[src/rtl/gate_sweep_if.sv]
// Signal bundle between gate_sweep (slave) and the harness that hosts the gate under test (master).
interface gate_sweep_if #(
  parameter int N_IN  = 2,
  parameter int CNT_W = 8
);
  logic             start;
  logic [2:0]       op;
  logic             dut_op;
  logic [N_IN-1:0]  stim;
  logic             busy;
  logic             done;
  logic             pass;
  logic [CNT_W-1:0] err_cnt;
  logic             op_err;
  logic [N_IN-1:0]  first_fail;
  logic             fail_valid;

  modport master (
    output start, op, dut_op,
    input  stim, busy, done, pass, err_cnt, op_err, first_fail, fail_valid
  );

  modport slave (
    input  start, op, dut_op,
    output stim, busy, done, pass, err_cnt, op_err, first_fail, fail_valid
  );
endinterface

[src/rtl/gate_sweep.sv]
// Exhaustive truth-table checker: sweeps every input vector, compares the gate response to a reference.
// Optional first-failure capture is enabled by defining GATE_SWEEP_FAIL_CAPTURE_EN.
module gate_sweep #(
  parameter int N_IN   = 2,
  parameter int SETTLE = 1,
  parameter int CNT_W  = 8
) (
  input logic        clk,
  input logic        rst,
  gate_sweep_if.slave bus
);
  typedef enum logic [1:0] {S_IDLE, S_SETTLE, S_CHECK, S_DONE} state_t;

  localparam logic [3:0] SETTLE_LAST = 4'(SETTLE > 0 ? SETTLE - 1 : 0);

  state_t           state, state_next;
  logic [2:0]       op_q;
  logic [3:0]       settle_cnt;
  logic [N_IN-1:0]  stim;
  logic [CNT_W-1:0] err_cnt, err_next;
  logic             pass, op_err;
  logic             busy, done;
  logic             start_ok, start_bad, ref_bit, mismatch, last_vec, settle_end;

  assign start_ok   = (state == S_IDLE) && bus.start && (bus.op < 3'd6);
  assign start_bad  = (state == S_IDLE) && bus.start && (bus.op >= 3'd6);
  assign last_vec   = &stim;
  assign settle_end = (settle_cnt == SETTLE_LAST);

  always_comb begin
    ref_bit = 1'b0;
    case (op_q)
      3'd0:    ref_bit = &stim;
      3'd1:    ref_bit = |stim;
      3'd2:    ref_bit = ^stim;
      3'd3:    ref_bit = ~&stim;
      3'd4:    ref_bit = ~|stim;
      3'd5:    ref_bit = ~^stim;
      default: ref_bit = 1'b0;
    endcase
  end

  assign mismatch = (state == S_CHECK) && (bus.dut_op != ref_bit);
  assign err_next = (mismatch && !(&err_cnt)) ? err_cnt + CNT_W'(1) : err_cnt;

  always_ff @(posedge clk or posedge rst) begin
    if (rst) state <= S_IDLE;
    else     state <= state_next;
  end

  always_comb begin
    state_next = state;
    busy       = 1'b0;
    done       = 1'b0;
    case (state)
      S_IDLE: begin
        if (start_ok) state_next = (SETTLE == 0) ? S_CHECK : S_SETTLE;
      end
      S_SETTLE: begin
        busy = 1'b1;
        if (settle_end) state_next = S_CHECK;
      end
      S_CHECK: begin
        busy = 1'b1;
        if (last_vec)         state_next = S_DONE;
        else if (SETTLE != 0) state_next = S_SETTLE;
      end
      S_DONE: begin
        done       = 1'b1;
        state_next = S_IDLE;
      end
      default: state_next = S_IDLE;
    endcase
  end

  // pass is resolved on the final CHECK edge so it is already valid while done is high.
  always_ff @(posedge clk or posedge rst) begin
    if (rst) begin
      op_q       <= 3'd0;
      settle_cnt <= 4'd0;
      stim       <= '0;
      err_cnt    <= '0;
      pass       <= 1'b0;
      op_err     <= 1'b0;
    end else begin
      op_err <= start_bad;
      if (start_ok) begin
        op_q       <= bus.op;
        stim       <= '0;
        err_cnt    <= '0;
        pass       <= 1'b0;
        settle_cnt <= 4'd0;
      end
      if (state == S_SETTLE) settle_cnt <= settle_end ? 4'd0 : settle_cnt + 4'd1;
      if (state == S_CHECK) begin
        err_cnt <= err_next;
        if (last_vec) pass <= (err_next == '0);
        else          stim <= stim + N_IN'(1);
      end
    end
  end

`ifdef GATE_SWEEP_FAIL_CAPTURE_EN
  logic [N_IN-1:0] first_fail;
  logic            fail_valid;

  always_ff @(posedge clk or posedge rst) begin
    if (rst) begin
      first_fail <= '0;
      fail_valid <= 1'b0;
    end else if (start_ok) begin
      first_fail <= '0;
      fail_valid <= 1'b0;
    end else if (mismatch && !fail_valid) begin
      first_fail <= stim;
      fail_valid <= 1'b1;
    end
  end

  assign bus.first_fail = first_fail;
  assign bus.fail_valid = fail_valid;
`else
  assign bus.first_fail = '0;
  assign bus.fail_valid = 1'b0;
`endif

  assign bus.stim    = stim;
  assign bus.busy    = busy;
  assign bus.done    = done;
  assign bus.pass    = pass;
  assign bus.err_cnt = err_cnt;
  assign bus.op_err  = op_err;
endmodule
[src/flat_wrapper.sv]
// flat-port wrapper written by rule: the top's interface ports become plain ports
module gate_sweep_flat 
#(
  parameter int N_IN   = 2,
  parameter int SETTLE = 1,
  parameter int CNT_W  = 8
)
  (clk, rst, bus_start, bus_op, bus_dut_op, bus_stim, bus_busy, bus_done, bus_pass, bus_err_cnt, bus_op_err, bus_first_fail, bus_fail_valid);
  gate_sweep_if #(.N_IN(N_IN), .CNT_W(CNT_W)) bus_i ();
  input logic clk;
  input logic rst;
  input wire logic [$bits(bus_i.start)-1:0] bus_start;
  input wire logic [$bits(bus_i.op)-1:0] bus_op;
  input wire logic [$bits(bus_i.dut_op)-1:0] bus_dut_op;
  output wire logic [$bits(bus_i.stim)-1:0] bus_stim;
  output wire logic [$bits(bus_i.busy)-1:0] bus_busy;
  output wire logic [$bits(bus_i.done)-1:0] bus_done;
  output wire logic [$bits(bus_i.pass)-1:0] bus_pass;
  output wire logic [$bits(bus_i.err_cnt)-1:0] bus_err_cnt;
  output wire logic [$bits(bus_i.op_err)-1:0] bus_op_err;
  output wire logic [$bits(bus_i.first_fail)-1:0] bus_first_fail;
  output wire logic [$bits(bus_i.fail_valid)-1:0] bus_fail_valid;
  assign bus_i.start = bus_start;
  assign bus_i.op = bus_op;
  assign bus_i.dut_op = bus_dut_op;
  assign bus_stim = bus_i.stim;
  assign bus_busy = bus_i.busy;
  assign bus_done = bus_i.done;
  assign bus_pass = bus_i.pass;
  assign bus_err_cnt = bus_i.err_cnt;
  assign bus_op_err = bus_i.op_err;
  assign bus_first_fail = bus_i.first_fail;
  assign bus_fail_valid = bus_i.fail_valid;
  gate_sweep #(.N_IN(N_IN), .SETTLE(SETTLE), .CNT_W(CNT_W)) u_core (.clk(clk), .rst(rst), .bus(bus_i));
endmodule
[config.mk]
export PLATFORM = sky130hd
export DESIGN_NAME = gate_sweep_flat
export DESIGN_NICKNAME = d
export VERILOG_FILES = /design/src/rtl/gate_sweep_if.sv /design/src/rtl/gate_sweep.sv /design/src/flat_wrapper.sv
export SDC_FILE = /design/constraint.sdc
export NUM_CORES = 1
export LEC_CHECK = 0
export ABC_AREA = 1
export ABC_CLOCK_PERIOD_IN_PS = 2600
export CORE_MARGIN = 4
export CORE_UTILIZATION = 52
export CTS_CLUSTER_SIZE = 40
export DETAILED_ROUTE_END_ITERATION = 16
export PLACE_DENSITY = 0.79
export SLEW_MARGIN = 20
export SYNTH_ARGS = -nofsm -noshare
export SYNTH_HDL_FRONTEND = slang
export SYNTH_SLANG_ARGS = --single-unit
[constraint.sdc]
create_clock -name clk -period 2.6 [get_ports clk]
set_input_delay 0.52 -clock clk [delete_from_list [all_inputs] [get_ports clk]]
set_output_delay 0.52 -clock clk [all_outputs]
set_load 0.05 [all_outputs]
# ---- Word-level counts from Yosys, hierarchy flattened
# Index checks and enable logic that the tools add are counted.
dict set report totals {
  reg_bits 21
  latchBits 0
  mem_bits_rw 0
  mem_bits_ro 0
  out_inout_bits 17
  n_memories 0
}
dict set report op_classes {
  addsub 3
  mul 0
  n_div 0
  order_cmp 2
  n_eq_ne 11
  shifts 0
  muxes 19
  bitwise 0
  reduce_logical 21
}
# op count
set ops {}
lappend ops {{2-to-1 mux 8 bit} 3}
lappend ops {{2-to-1 mux 2 bit} 6}
lappend ops {{2-to-1 mux 4 bit} 3}
lappend ops {{adder 8 x 1 -> 8 bit, second input constant} 1}
lappend ops {{logical NOT 8 bit} 1}
lappend ops {{case mux 2 bit (4 select lines)} 1}
lappend ops {{AND reduction 8 bit} 1}
lappend ops {{== test 3 x 2 -> 1 bit, second input constant} 2}
lappend ops {{== test 3 bit, second input constant} 2}
lappend ops {{case mux 1 bit (6 select lines)} 1}
lappend ops {{logical AND 1 bit} 5}
lappend ops {{2-to-1 mux 1 bit} 5}
lappend ops {{adder 4 x 1 -> 4 bit, second input constant} 1}
lappend ops {{== test 2 bit, second input constant} 2}
lappend ops {{logical NOT 4 bit} 1}
lappend ops {{inequality test 2 x 1 -> 1 bit, second input constant} 2}
lappend ops {{AND reduction 2 bit} 2}
lappend ops {{nonzero test 2 bit} 2}
lappend ops {{OR reduction 2 bit} 2}
lappend ops {{== test 3 x 1 -> 1 bit, second input constant} 1}
lappend ops {{greater-or-equal comparator 3 bit, second input constant} 1}
lappend ops {{logical NOT 1 bit} 3}
lappend ops {{logical NOT 3 bit} 1}
lappend ops {{< comparator 3 bit, second input constant} 1}
lappend ops {{other kinds (6)} 6}

# ---- Logic depth before layout (Yosys ltp)
dict set report depth {
  ltp_word 10
  mapped_depth 15
}

# ---- Least setup slack after synthesis
# OpenSTA, ideal clock, no wires.
dict set report synth_timing {
  path_type {reg-to-reg}
  startpoint {reg u_core.stim[0], in the netlist u_core.bus.stim[0]}
  endpoint {reg u_core.pass, in the netlist u_core.bus.pass}
  setup_ns 0.118
  arrival_ns 2.037
  setup_slack_ns 0.445
  path_stages_with_launch 13
  cell_sequence {dfrtp_1 -> inv_1 -> ha_1 -> inv_1 -> nand2_1 -> nand3_1 -> nand2_2 -> o21ai_4 -> nand4_4 -> o21ai_1 -> nor2_1 -> nand3_1 -> nand2_1}
}
dict set report synth_via {
  elab_chain_cells 10
  word_cells_on_any_way 14
  cone_classes {1 x eq/ne; 4 x mux; 9 x reduce/logical}
}
# item line
set synth_rtl {}
lappend synth_rtl {{start: declaration} gate_sweep.sv:19} ;# logic [N_IN-1:0] stim;
lappend synth_rtl {{start signal: assignment} gate_sweep.sv:98} ;# else stim <= stim + N_IN'(1);
lappend synth_rtl {{OR reduction 2 bit / AND reduction 2 bit (equally long branches)} n/a}
lappend synth_rtl {{logical NOT 1 bit (on tied branches)} {gate_sweep.sv:37, gate_sweep.sv:36}}
lappend synth_rtl {{case mux 1 bit (6 select lines)} gate_sweep.sv:32} ;# case (op_q)
lappend synth_rtl {{inequality test 1 bit} gate_sweep.sv:43} ;# assign mismatch = (state == S_CHECK) && (bus.dut_op != ref_bit);
lappend synth_rtl {{logical AND 1 bit} gate_sweep.sv:43}
lappend synth_rtl {{logical AND 1 bit} gate_sweep.sv:44} ;# assign err_next = (mismatch && !(&err_cnt)) ? err_cnt + CNT_W'(1) : err_cnt;
lappend synth_rtl {{2-to-1 mux 8 bit} gate_sweep.sv:44}
lappend synth_rtl {{logical NOT 8 bit} gate_sweep.sv:97} ;# if (last_vec) pass <= (err_next == '0);
lappend synth_rtl {{2-to-1 mux 1 bit (*)} gate_sweep.sv:97}
lappend synth_rtl {{2-to-1 mux 1 bit (*)} gate_sweep.sv:95} ;# if (state == S_CHECK) begin
lappend synth_rtl {{end signal: assignment} gate_sweep.sv:97}
lappend synth_rtl {{end: declaration} gate_sweep.sv:21} ;# logic pass, op_err;
# Every way passes the cells marked *; elsewhere a longest branch is shown, timed or not.
# A chain may end at the register's enable or synchronous reset.

# ---- Worst setup path after layout
dict set report layout_timing {
  startpoint {reg u_core.state[0]}
  endpoint {out bus_busy}
}
dict set report layout_via {
  elab_chain_cells 3
  word_cells_on_any_way 4
  cone_classes {2 x eq/ne; 1 x mux; 1 x reduce/logical}
}
# item line
set layout_rtl {}
lappend layout_rtl {{start: declaration} gate_sweep.sv:16} ;# state_t state, state_next;
lappend layout_rtl {{start signal: assignment} gate_sweep.sv:48} ;# else state <= state_next;
lappend layout_rtl {{== test 2 x 1 -> 1 bit / == test 2 bit (equally long branches)} gate_sweep.sv:55} ;# case (state)
lappend layout_rtl {{OR reduction 2 bit (no line) (*)} n/a}
lappend layout_rtl {{2-to-1 mux 1 bit (*)} gate_sweep.sv:55}
lappend layout_rtl {{end: declaration} flat_wrapper.sv:16} ;# output wire logic [$bits(bus_i.busy)-1:0] bus_busy;
# Marks and branches as above.

==> metrics.md <==
| Metric | Value |
|---|---|
| Wire per inst | 12.94 µm |
| Synthesis Warnings | 0 |
| Post-Syn Area | between 1000 and 1500 µm² |
| Average size of a mapped cell | 7.838 µm² |
| Total grt overflow | 0 |
| TritonCTS Sinks | 21 |
| Overall die height | 59.80 µm |
| Count of input and output buffers | 20 |
| N_diodes | 0 |
| Post-route setup TNS | 0 ps |
| Leakage | 0.7730 nW |
| Library cells used by synthesis | 30 |
| Critical Path Source Type | register |
| VDD IR max | 0.0008340 V |
| Max-Cap Viols | 0 |
| Total power | between 0.0015 and 0.002 W |
| Core area | 2522 µm² |
| Final #Nets | 219 |
| Resized cells post-CTS | 0 |
| Post-DR vias/cell | roughly 5.3 |
| Synthesized flop and latch total | 21 |
| F_max | 410.1 MHz |
| Final setup viols | 0 |
| CTS tree | built |
| Post-CTS Setup Bufs | 0 |
| Vias in the first global route | 1211 |
| Final setup skew | 3.571 ps |
| Hold-fix buffers, CTS | 0 |
| CP Max Fanout | 4 |
| DIE AREA | between 3000 and 4000 µm² |
| Dpl ws | 509.8 ps |
| Post-route ant nets | 0 |
| Drt first pass iters | 4 |
| Initial core utilization | 0.5531 |
| Placer congestion estimate | 0.8850 |
| Layout cells sized above 1 | 0.09950 |
| Placed instance count | between 200 and 250 |
| Clock buffer depth | 2 |
| Register area share after synthesis | 0.3767 |
| Clock root buffer master | clkbuf_4 |
| I/O pins | 24 |
| Hpwl dp | 2343 µm |
| Global Route Usage Sum | 0.1907 |
| Post-synthesis instance total | between 150 and 200 |
| First-pass GRT wire length | 5250 µm |
| Most frequent cells in the layout | nand2_1 (37), inv_1 (21), dfrtp_1 (21), clkdlybuf4s50_1 (20), nand3_1 (19) |
| Status | finished, final reports clean |
| Worst hold path class | register to register |
| Crit share post-route | 0.9378 |
| H-tree depth | 1 |
| DRC | 0 |
| Syn-to-layout area delta | 18.30% |
| DR vias | 1233 |
| Measured slew at the worst slew-check pin | 796.9 ps |
| Worst-Skew Late Latency | 310 ps |
| Crit path required time | around 2100 ps |
| Initial antenna violation count | 0 |
| Max-slew headroom | 0.4681 |
| Crit path kind | register to primary output |
| Arr. time, crit path | 1920 ps |
| Final hold viol count | 0 |
| Largest net degree at the start of global routing | 22 |
| Layout Cells excl Fill | 231 |
| Worst setup margin | 161.6 ps |
| Slew Limit Fails | 0 |
| RSZ-0062 raised after global routing | no |
| Power per cell area | 1154 nW/µm² |
| Final Critical Period | roughly 2400 ps |
| Initial drt markers | 79 |
| Row count | 18 |
| Final core utilization | 0.6543 |
| CTS Buf Count | 3 |
| Die X | around 60 µm |
| Worst-path clk slew | about 120 ps |
| DRT Wirelength | 2990 µm |
| CP endpoint kind | primary output |
| Commonest non-fill, non-tap cell in the layout | nand2_1 |
critical path, cell delays in order (launching register included):
cell	delay, ps
dfrtp_1	420
inv_1	110
ha_1	290
clkdlybuf4s50_1	790
worst paths after layout:
| check | from | to | cells after the start | slack [ps] |
|---|---|---|---|---|
| setup / recovery | u_core.state[0] | bus_busy | 3 | 160 |
| hold / removal | u_core.settle_cnt[0] | u_core.settle_cnt[0] | 1 | 550 |
| setup reg to reg | u_core.bus.stim[0] | u_core.bus.pass | 14 | 540 |
| hold reg to reg | u_core.settle_cnt[0] | u_core.settle_cnt[0] | 1 | 550 |
| max in group asynchronous | rst | u_core.bus.pass | 2 | 1460 |
| min in group asynchronous | rst | u_core.state[0] | 2 | 650 |
cell usage after synthesis, drive strengths merged:
master	count	area share
xor2	4	0.025
a21oi	6	0.032
nand4	6	0.038
nor3	3	0.014
clkinv	1	0.0027
nor2	16	0.047
ha	10	0.090
or2	1	0.0045
nand2	40	0.11
nand3	20	0.075
xnor2	2	0.013
conb	1	0.0027
nand3b	1	0.0054
dfrtp	21	0.38
o21ai	11	0.048
buf	4	0.020
clkbuf	1	0.0027
o22ai	6	0.027
inv	24	0.065
routing by layer:
layer / track usage / routed length [µm] / up-vias / part of all wire
li1: - / - / 623 / -
met1: 0.2585 / 1324 / 571 / 0.44
met2: 0.3133 / 1481 / 35 / 0.50
met3: 0.02592 / 163 / 4 / 0.055
met4: 0.06013 / 21 / 0 / 0.0070
met5: 0 / 0 / - / 0
cell families after synthesis:
group,synth area share
buffers and inverters,0.08968
flip-flops,0.3767
other,0.002688
XOR/XNOR,0.03767
adder cells (fa/ha/maj),0.08969
AND/OR/NAND/NOR,0.2969
AO/OA/AOI/OAI,0.1067
final cells by class:
cell class,count,area (µm²)
flip-flops and latches,21,525.5
fillers,214,872.1
well taps,30,37.54
clock buffers,4,26.28
multi-input cells,129,752.0
inverters,25,93.84
repair buffers,22,215.2
metrics by stage:
step                cell area (µm²)  hold WS, ps
floorplan                      1403        486.2
global placement               1624        520.1
detailed placement             1624        526.3
CTS                            1650        550.0
global route                   1650        599.0
finish                         1650        551.1
sequential cells by signal (all words and copies together) (netlist names):
register and cells:
u_core.state 2, u_core.bus.pass 1, u_core.op_q 3, u_core.settle_cnt 4, u_core.bus.op_err 1, u_core.bus.stim 2, u_core.bus.err_cnt 8
power breakdown:
part / total, W / internal [W] / leakage [nW] / switching [W]
Sequential: 0.000541 / 0.000434 / 0.273 / 0.000108
Combinational: 0.00120 / 0.000393 / 0.485 / 0.000806
Clock: 0.000164 / 0.0000598 / 0.0150 / 0.000104
Total: 0.00190 / 0.000886 / 0.773 / 0.00102
No activity file was read; power rests on OpenSTA's default activity.
